==> src/rtl/csr_wr_seq_pkg.sv <==
// Shared constants and helpers for the CSR write sequencer.
// Holds CSR addresses, the FSM encoding and the pending-mask pick helpers.
package csr_wr_seq_pkg;

  localparam int CSR_DW = 32;
  localparam int CSR_AW = 12;

  localparam logic [11:0] CSR_MEPC    = 12'h341;
  localparam logic [11:0] CSR_MCAUSE  = 12'h342;
  localparam logic [11:0] CSR_MSTATUS = 12'h300;

  // Pending-mask bit positions; the lowest set bit is written first.
  localparam int BIT_MEPC    = 0;
  localparam int BIT_MCAUSE  = 1;
  localparam int BIT_MSTATUS = 2;

  typedef enum logic [1:0] {
    ST_IDLE = 2'd0,
    ST_TRAP = 2'd1,
    ST_CSR  = 2'd2
  } state_t;

  // Isolate the lowest set bit of the pending mask (one-hot or zero).
  function automatic logic [2:0] lowest_one(input logic [2:0] mask);
    return mask & (~mask + 3'd1);
  endfunction

  function automatic logic [11:0] pick_addr(input logic [2:0] pick);
    logic [11:0] addr;
    addr = 12'h000;
    if (pick[BIT_MEPC])         addr = CSR_MEPC;
    else if (pick[BIT_MCAUSE])  addr = CSR_MCAUSE;
    else if (pick[BIT_MSTATUS]) addr = CSR_MSTATUS;
    return addr;
  endfunction

endpackage

==> src/rtl/csr_wr_seq_stdreg.sv <==
// Plain enable register with asynchronous active-low reset to zero.
module csr_wr_seq_stdreg #(
  parameter int W = 32
) (
  input  logic         i_clk,
  input  logic         i_rst_n,
  input  logic         i_wen,
  input  logic [W-1:0] i_d,
  output logic [W-1:0] o_q
);

  // NOTE: sequential state uses non-blocking assignments so every flop samples pre-edge values.
  always_ff @(posedge i_clk or negedge i_rst_n) begin
    if (!i_rst_n)   o_q <= '0;
    else if (i_wen) o_q <= i_d;
  end

endmodule

==> src/rtl/csr_wr_seq.sv <==
// Serialises trap-writeback and instruction CSR writes onto one CSR-file write port.
// Trap bundle wins collisions; o_done pulses in the cycle of the last write of a request.
module csr_wr_seq
  import csr_wr_seq_pkg::*;
#(
  parameter int DW = CSR_DW,
  parameter int AW = CSR_AW
) (
  input  logic          i_clk,
  input  logic          i_rst_n,
  input  logic          i_trap_valid,
  output logic          o_trap_ready,
  input  logic          i_mepc_wen,
  input  logic [DW-1:0] i_mepc_wdata,
  input  logic          i_mcause_wen,
  input  logic [DW-1:0] i_mcause_wdata,
  input  logic          i_mstatus_wen,
  input  logic [DW-1:0] i_mstatus_wdata,
  input  logic          i_csr_valid,
  output logic          o_csr_ready,
  input  logic [AW-1:0] i_csr_addr,
  input  logic [DW-1:0] i_csr_wdata,
  output logic          o_wen,
  output logic [AW-1:0] o_waddr,
  output logic [DW-1:0] o_wdata,
  output logic          o_done,
  output logic          o_busy
);

  state_t        state;
  logic [2:0]    pending;
  logic [DW-1:0] mcause_q;
  logic [DW-1:0] mstatus_q;

  logic          trap_acc;
  logic          csr_acc;
  logic [2:0]    src_mask;
  logic [2:0]    pick;
  logic [2:0]    rest;
  logic [DW-1:0] pick_data;

  assign o_trap_ready = (state == ST_IDLE);
  assign o_csr_ready  = (state == ST_IDLE) & ~i_trap_valid;
  assign o_busy       = (state != ST_IDLE);
  assign trap_acc     = i_trap_valid & o_trap_ready;
  assign csr_acc      = i_csr_valid & o_csr_ready;

  // mepc is always the first write when enabled, so it is taken straight from the
  // bundle on the accept edge and never needs a latched copy.
  csr_wr_seq_stdreg #(.W(DW)) u_mcause_reg (
    .i_clk   (i_clk),
    .i_rst_n (i_rst_n),
    .i_wen   (trap_acc),
    .i_d     (i_mcause_wdata),
    .o_q     (mcause_q)
  );

  csr_wr_seq_stdreg #(.W(DW)) u_mstatus_reg (
    .i_clk   (i_clk),
    .i_rst_n (i_rst_n),
    .i_wen   (trap_acc),
    .i_d     (i_mstatus_wdata),
    .o_q     (mstatus_q)
  );

  // On the accept edge the first write is chosen from the live bundle; afterwards
  // only the latched copies feed the write port.
  // NOTE: every always_comb output gets a default first so no latch is inferred.
  always_comb begin
    src_mask  = pending;
    pick_data = '0;
    if (state == ST_IDLE)
      src_mask = {i_mstatus_wen, i_mcause_wen, i_mepc_wen};
    pick = lowest_one(src_mask);
    rest = src_mask & ~pick;
    if (pick[BIT_MEPC])
      pick_data = i_mepc_wdata;
    else if (pick[BIT_MCAUSE])
      pick_data = (state == ST_IDLE) ? i_mcause_wdata : mcause_q;
    else if (pick[BIT_MSTATUS])
      pick_data = (state == ST_IDLE) ? i_mstatus_wdata : mstatus_q;
  end

  always_ff @(posedge i_clk or negedge i_rst_n) begin
    if (!i_rst_n) begin
      state   <= ST_IDLE;
      pending <= '0;
      o_wen   <= 1'b0;
      o_waddr <= '0;
      o_wdata <= '0;
      o_done  <= 1'b0;
    end else begin
      o_wen   <= 1'b0;
      o_waddr <= '0;
      o_wdata <= '0;
      o_done  <= 1'b0;
      case (state)
        ST_IDLE: begin
          if (trap_acc) begin
            state   <= ST_TRAP;
            pending <= rest;
            o_wen   <= |pick;
            o_waddr <= AW'(pick_addr(pick));
            o_wdata <= pick_data;
            o_done  <= (rest == 3'b000);
          end else if (csr_acc) begin
            state   <= ST_CSR;
            o_wen   <= 1'b1;
            o_waddr <= i_csr_addr;
            o_wdata <= i_csr_wdata;
            o_done  <= 1'b1;
          end
        end
        ST_TRAP: begin
          // pending holds only writes not yet presented on the port.
          if (pending == 3'b000) begin
            state <= ST_IDLE;
          end else begin
            pending <= rest;
            o_wen   <= 1'b1;
            o_waddr <= AW'(pick_addr(pick));
            o_wdata <= pick_data;
            o_done  <= (rest == 3'b000);
          end
        end
        ST_CSR:  state <= ST_IDLE;
        default: state <= ST_IDLE;
      endcase
    end
  end

endmodule

==> config.mk <==
export PLATFORM = sky130hd
export DESIGN_NAME = csr_wr_seq
export DESIGN_NICKNAME = d
export VERILOG_FILES = /design/src/rtl/csr_wr_seq_pkg.sv /design/src/rtl/csr_wr_seq_stdreg.sv /design/src/rtl/csr_wr_seq.sv
export SDC_FILE = /design/constraint.sdc
export NUM_CORES = 1
export LEC_CHECK = 0
export BUFFER_PORTS_ARGS = -buffer_cell sky130_fd_sc_hd__buf_2
export CAP_MARGIN = 20
export CORE_UTILIZATION = 45
export CTS_CLUSTER_DIAMETER = 100
export DETAILED_ROUTE_END_ITERATION = 8
export GPL_ROUTABILITY_DRIVEN = 0
export PLACE_DENSITY = 0.79
export SETUP_SLACK_MARGIN = 0.1
export SLEW_MARGIN = 20
export SYNTH_ARGS = -nofsm -noshare
export SYNTH_HDL_FRONTEND = slang
export SYNTH_SLANG_ARGS = --single-unit
==> constraint.sdc <==
create_clock -name i_clk -period 4.7 [get_ports i_clk]
set_input_delay 0.47 -clock i_clk [delete_from_list [all_inputs] [get_ports i_clk]]
set_output_delay 0.47 -clock i_clk [all_outputs]
set_load 0.05 [all_outputs]
==> results by group <==
Timing
  • Max Freq: 385 MHz
  • Setup repair after global routing missed its margin: no
  • Worst hold slack after final layout: roughly 100 ps
  • Ratio of final minimum period to clock period: 0.553
  • Min Tclk post-route: around 2600 ps
  • Final sum of negative setup slack: 0 ps
  • Finish-stage setup viols: 0
  • Fin. max-slew vios: 0
  • Setup ws final: 2100 ps
  • Max Clock Skew: 6.37 ps
  • Max transition margin: 0.369
  • Slew at the pin closest to its max-slew limit: about 950 ps
  • Hold Vio Cnt, Final: 0

Finish
  • Fill cell count: ~1.1k
  • Number of antenna repair diodes: 0
  • Layout cell share with drive strength beyond 1: 0.436
  • Final Net Count: 847
  • Utilization after layout: 0.592
  • Area added between synthesis and finish: 27.0%

Yosys
  • Ranking of synthesized cells by area: sky130_fd_sc_hd__dfrtp_1 (50%), sky130_fd_sc_hd__mux2_2 (13%), sky130_fd_sc_hd__nand2_1 (6.2%), sky130_fd_sc_hd__and3_1 (5.6%), sky130_fd_sc_hd__a311oi_1 (3.9%)
  • Net count after synthesis: slightly below 700
  • #FFs+latches synth: 114
  • Count of unique library cells instantiated by Yosys: 42
  • Area share of the largest cell type after synthesis: 0.504
  • Post-Syn Area: between 5000 and 6000 um2
  • Share of synthesized area occupied by flip-flops and latches: 0.504
  • YS warnings: 0
  • Count of mapped cells out of synthesis: between 500 and 600
  • Cell taking the most area after synthesis: sky130_fd_sc_hd__dfrtp_1
  • Post-synthesis average cell area: 10.7 um2

Die
  • Total I/O pin count: a little under 200
  • Area of the die: about 13,000 um2
  • Row cnt: 40
  • Die boundary width: 114 um
  • Height of the chip: around 110 um
  • Starting density of the core: 0.466
  • Core Footprint: around 12,000 um2

GRT
  • Wire length of the first global-routing pass: 24,500 um
  • Aggregate global-route resource usage: 0.247
  • Sum of overflow across all layers after global routing: 0
  • Number of antenna violations at the first check in global routing: 1
  • Largest net degree at the start of global routing: slightly above 80
  • Via count of the first global-routing pass: 4,996

Critical path
  • Master of the slowest instance on the critical path: sky130_fd_sc_hd__and3_2
  • Critical path endpoint category: flip-flop
  • Data required time of the critical path: approximately 5000 ps
  • Critical path, cell by cell: nor2_4 > buf_4 > and3_2 > a22oi_1 > nor2_1
  • Worst setup path category: flip-flop to flip-flop
  • Max FO, Critical Path: 65
  • Arrival time of data at the critical path endpoint: just under 3000 ps
  • Kind of launch point of the worst setup path: flip-flop
  • Peak per-stage delay on the critical path: slightly below 900 ps

Drt
  • Routed Antenna Nets: 0
  • Overall via count from detail_route: around 4.9k
  • Routed length per placed instance: 17.7 um
  • Total iterations of the first detailed-routing run: 5
  • Number of DRC markers after the initial detailed-route iteration: around 330
  • Post-route DRC: 0
  • Wirelength, routed: approximately 16,000 um
  • DR vias/cell: 5.59

CTS
  • Clock slew at reported path FFs: about 50 ps
  • Clock root cell: sky130_fd_sc_hd__clkbuf_16
  • Post-CTS Repair Setup Buffers: 0
  • Number of gates resized after cts: 0
  • Post-cts hold buffer count: 0
  • Clock H-tree levels: 4
  • Insertion delay to the later sink of the worst-skew pair: 420 ps
  • Count of clock tree sinks: roughly 110
  • TritonCTS clock tree: done
  • CTS Buf Count: 17
  • Clock Path Buffers: 2

Flow run
  • MaxCap Viol Count: 0

Outcome
  • Run status: finished clean

Power
  • Power per standard cell area: just over 700 nW/um2
  • IR Drop Worst-Case VDD: 0.000318 V
  • Cell leakage power: ~0.0035 uW

Place
  • Worst slack at placement: between 2000 and 2500 ps
  • Count of buffers from port buffering: between 150 and 200
  • Half-perimeter wire length of the detailed placement result: between 10,000 and 15,000 um

Worst hold path
  • Class of the tightest hold or removal check: primary input to async pin
[sequential cells by signal, indices dropped and copies added, names as in the netlist]
register	count
o_waddr	12
u_mstatus_reg.o_q	32
state	2
pending	2
o_done	1
u_mcause_reg.o_q	32
o_wdata	32
o_wen	1
[final cells by class]
class | count | area, um2 | area share
Clock buffer | 23 | 498 | 0.0692
Clock inverter | 9 | 103 | 0.0143
Inverter | 4 | 25.0 | 0.00348
Multi-Input combinational cell | 364 | 2490 | 0.347
Sequential cell | 114 | 2850 | 0.396
Tap cell | 168 | 210 | 0.0292
Timing Repair Buffer | 199 | 1010 | 0.141
[Yosys cell counts (all sizes together)]
library cell  number
inv                3
mux2              64
a21oi              3
nand2             95
or2                1
a22oi              1
dfrtp            114
o22ai              7
clkbuf            10
a22o               1
and3              51
nand2b             2
buf               35
a311oi            25
nor3               3
o21bai             1
a32o               7
a21o               3
nand3              8
a21boi             1
nor2               8
a31oi              2
o31ai             25
o21ai             47
clkinv             1
a211oi             1
nor2b              1
and2               7
[final timing paths]
kind / from / endpoint / slack (ps) / depth (start not counted)
worst min-delay path: i_rst_n / o_wdata[1] / 100 / 1
worst max-delay path: state[0] / o_waddr[1] / 2100 / 5
worst max register to register: state[0] / o_waddr[1] / 2100 / 5
min in group i_clk: i_csr_addr[10] / o_waddr[10] / 260 / 2
worst min register to register: u_mstatus_reg.o_q[19] / u_mstatus_reg.o_q[19] / 500 / 1
max in group asynchronous: i_rst_n / o_wdata[20] / 3620 / 2
[metal layers]
metal,GRT usage,part of all wire,up-vias
met2,0.414,0.51,228
met5,0,0.00083,-
met1,0.291,0.40,2406
met3,0.0683,0.070,29
li1,-,-,2263
met4,0.126,0.020,2
[cells in the final DEF, fill, tap and decap left out, types with 2 or more instances in the layout]
| master | n |
|---|---|
| sky130_fd_sc_hd__a21o_1 | 2 |
| sky130_fd_sc_hd__a21oi_1 | 3 |
| sky130_fd_sc_hd__a311oi_1 | 25 |
| sky130_fd_sc_hd__a32o_1 | 7 |
| sky130_fd_sc_hd__and2_1 | 7 |
| sky130_fd_sc_hd__and3_1 | 50 |
| sky130_fd_sc_hd__buf_2 | 194 |
| sky130_fd_sc_hd__buf_4 | 4 |
| sky130_fd_sc_hd__bufinv_16 | 2 |
| sky130_fd_sc_hd__clkbuf_16 | 17 |
| sky130_fd_sc_hd__clkbuf_8 | 5 |
| sky130_fd_sc_hd__clkinv_2 | 4 |
| sky130_fd_sc_hd__clkinvlp_4 | 3 |
| sky130_fd_sc_hd__dfrtp_1 | 114 |
| sky130_fd_sc_hd__inv_1 | 2 |
| sky130_fd_sc_hd__mux2_2 | 64 |
| sky130_fd_sc_hd__nand2_1 | 94 |
| sky130_fd_sc_hd__nand2b_1 | 2 |
| sky130_fd_sc_hd__nand3_1 | 8 |
| sky130_fd_sc_hd__nor2_1 | 6 |
| sky130_fd_sc_hd__nor2_4 | 2 |
| sky130_fd_sc_hd__nor3_1 | 3 |
| sky130_fd_sc_hd__o21ai_0 | 40 |
| sky130_fd_sc_hd__o21ai_1 | 3 |
| sky130_fd_sc_hd__o21ai_2 | 3 |
| sky130_fd_sc_hd__o22ai_1 | 7 |
| sky130_fd_sc_hd__o31ai_1 | 22 |
| sky130_fd_sc_hd__o31ai_2 | 3 |
[worst max-delay path, delay by kind of cell, from the launching register on]
family                 cells  cell delay [ps]
flip-flops                 1              470
AND/OR/NAND/NOR            3             1230
AO/OA/AOI/OAI              1              200
buffers and inverters      1              620
[kinds of logic (layout without fill, tap and decap cells)]
family | Yosys count | after routing | synth area share
flip-flops | 114 | 114 | 0.504
buffers and inverters | 49 | 235 | 0.0574
multiplexers | 64 | 64 | 0.127
AND/OR/NAND/NOR | 176 | 176 | 0.149
AO/OA/AOI/OAI | 124 | 124 | 0.163
[metrics by stage]
stage / cell area, um2 / std cells / total power (uW)
floorplan: 5660 / 527 / 3450
global placement: 6590 / 849 / 3830
detailed placement: 6590 / 849 / 3920
CTS: 7190 / 881 / 5230
global route: 7200 / 881 / 5470
finish: 7200 / 881 / 5200
[where the power goes]
part / total [uW] / switching (uW) / internal [uW]
clock network: 1290 / 440 / 845
registers: 1670 / 239 / 1430
logic: 2250 / 1500 / 752
total: 5200 / 2180 / 3030
No activity file was read; power rests on OpenSTA's default activity.
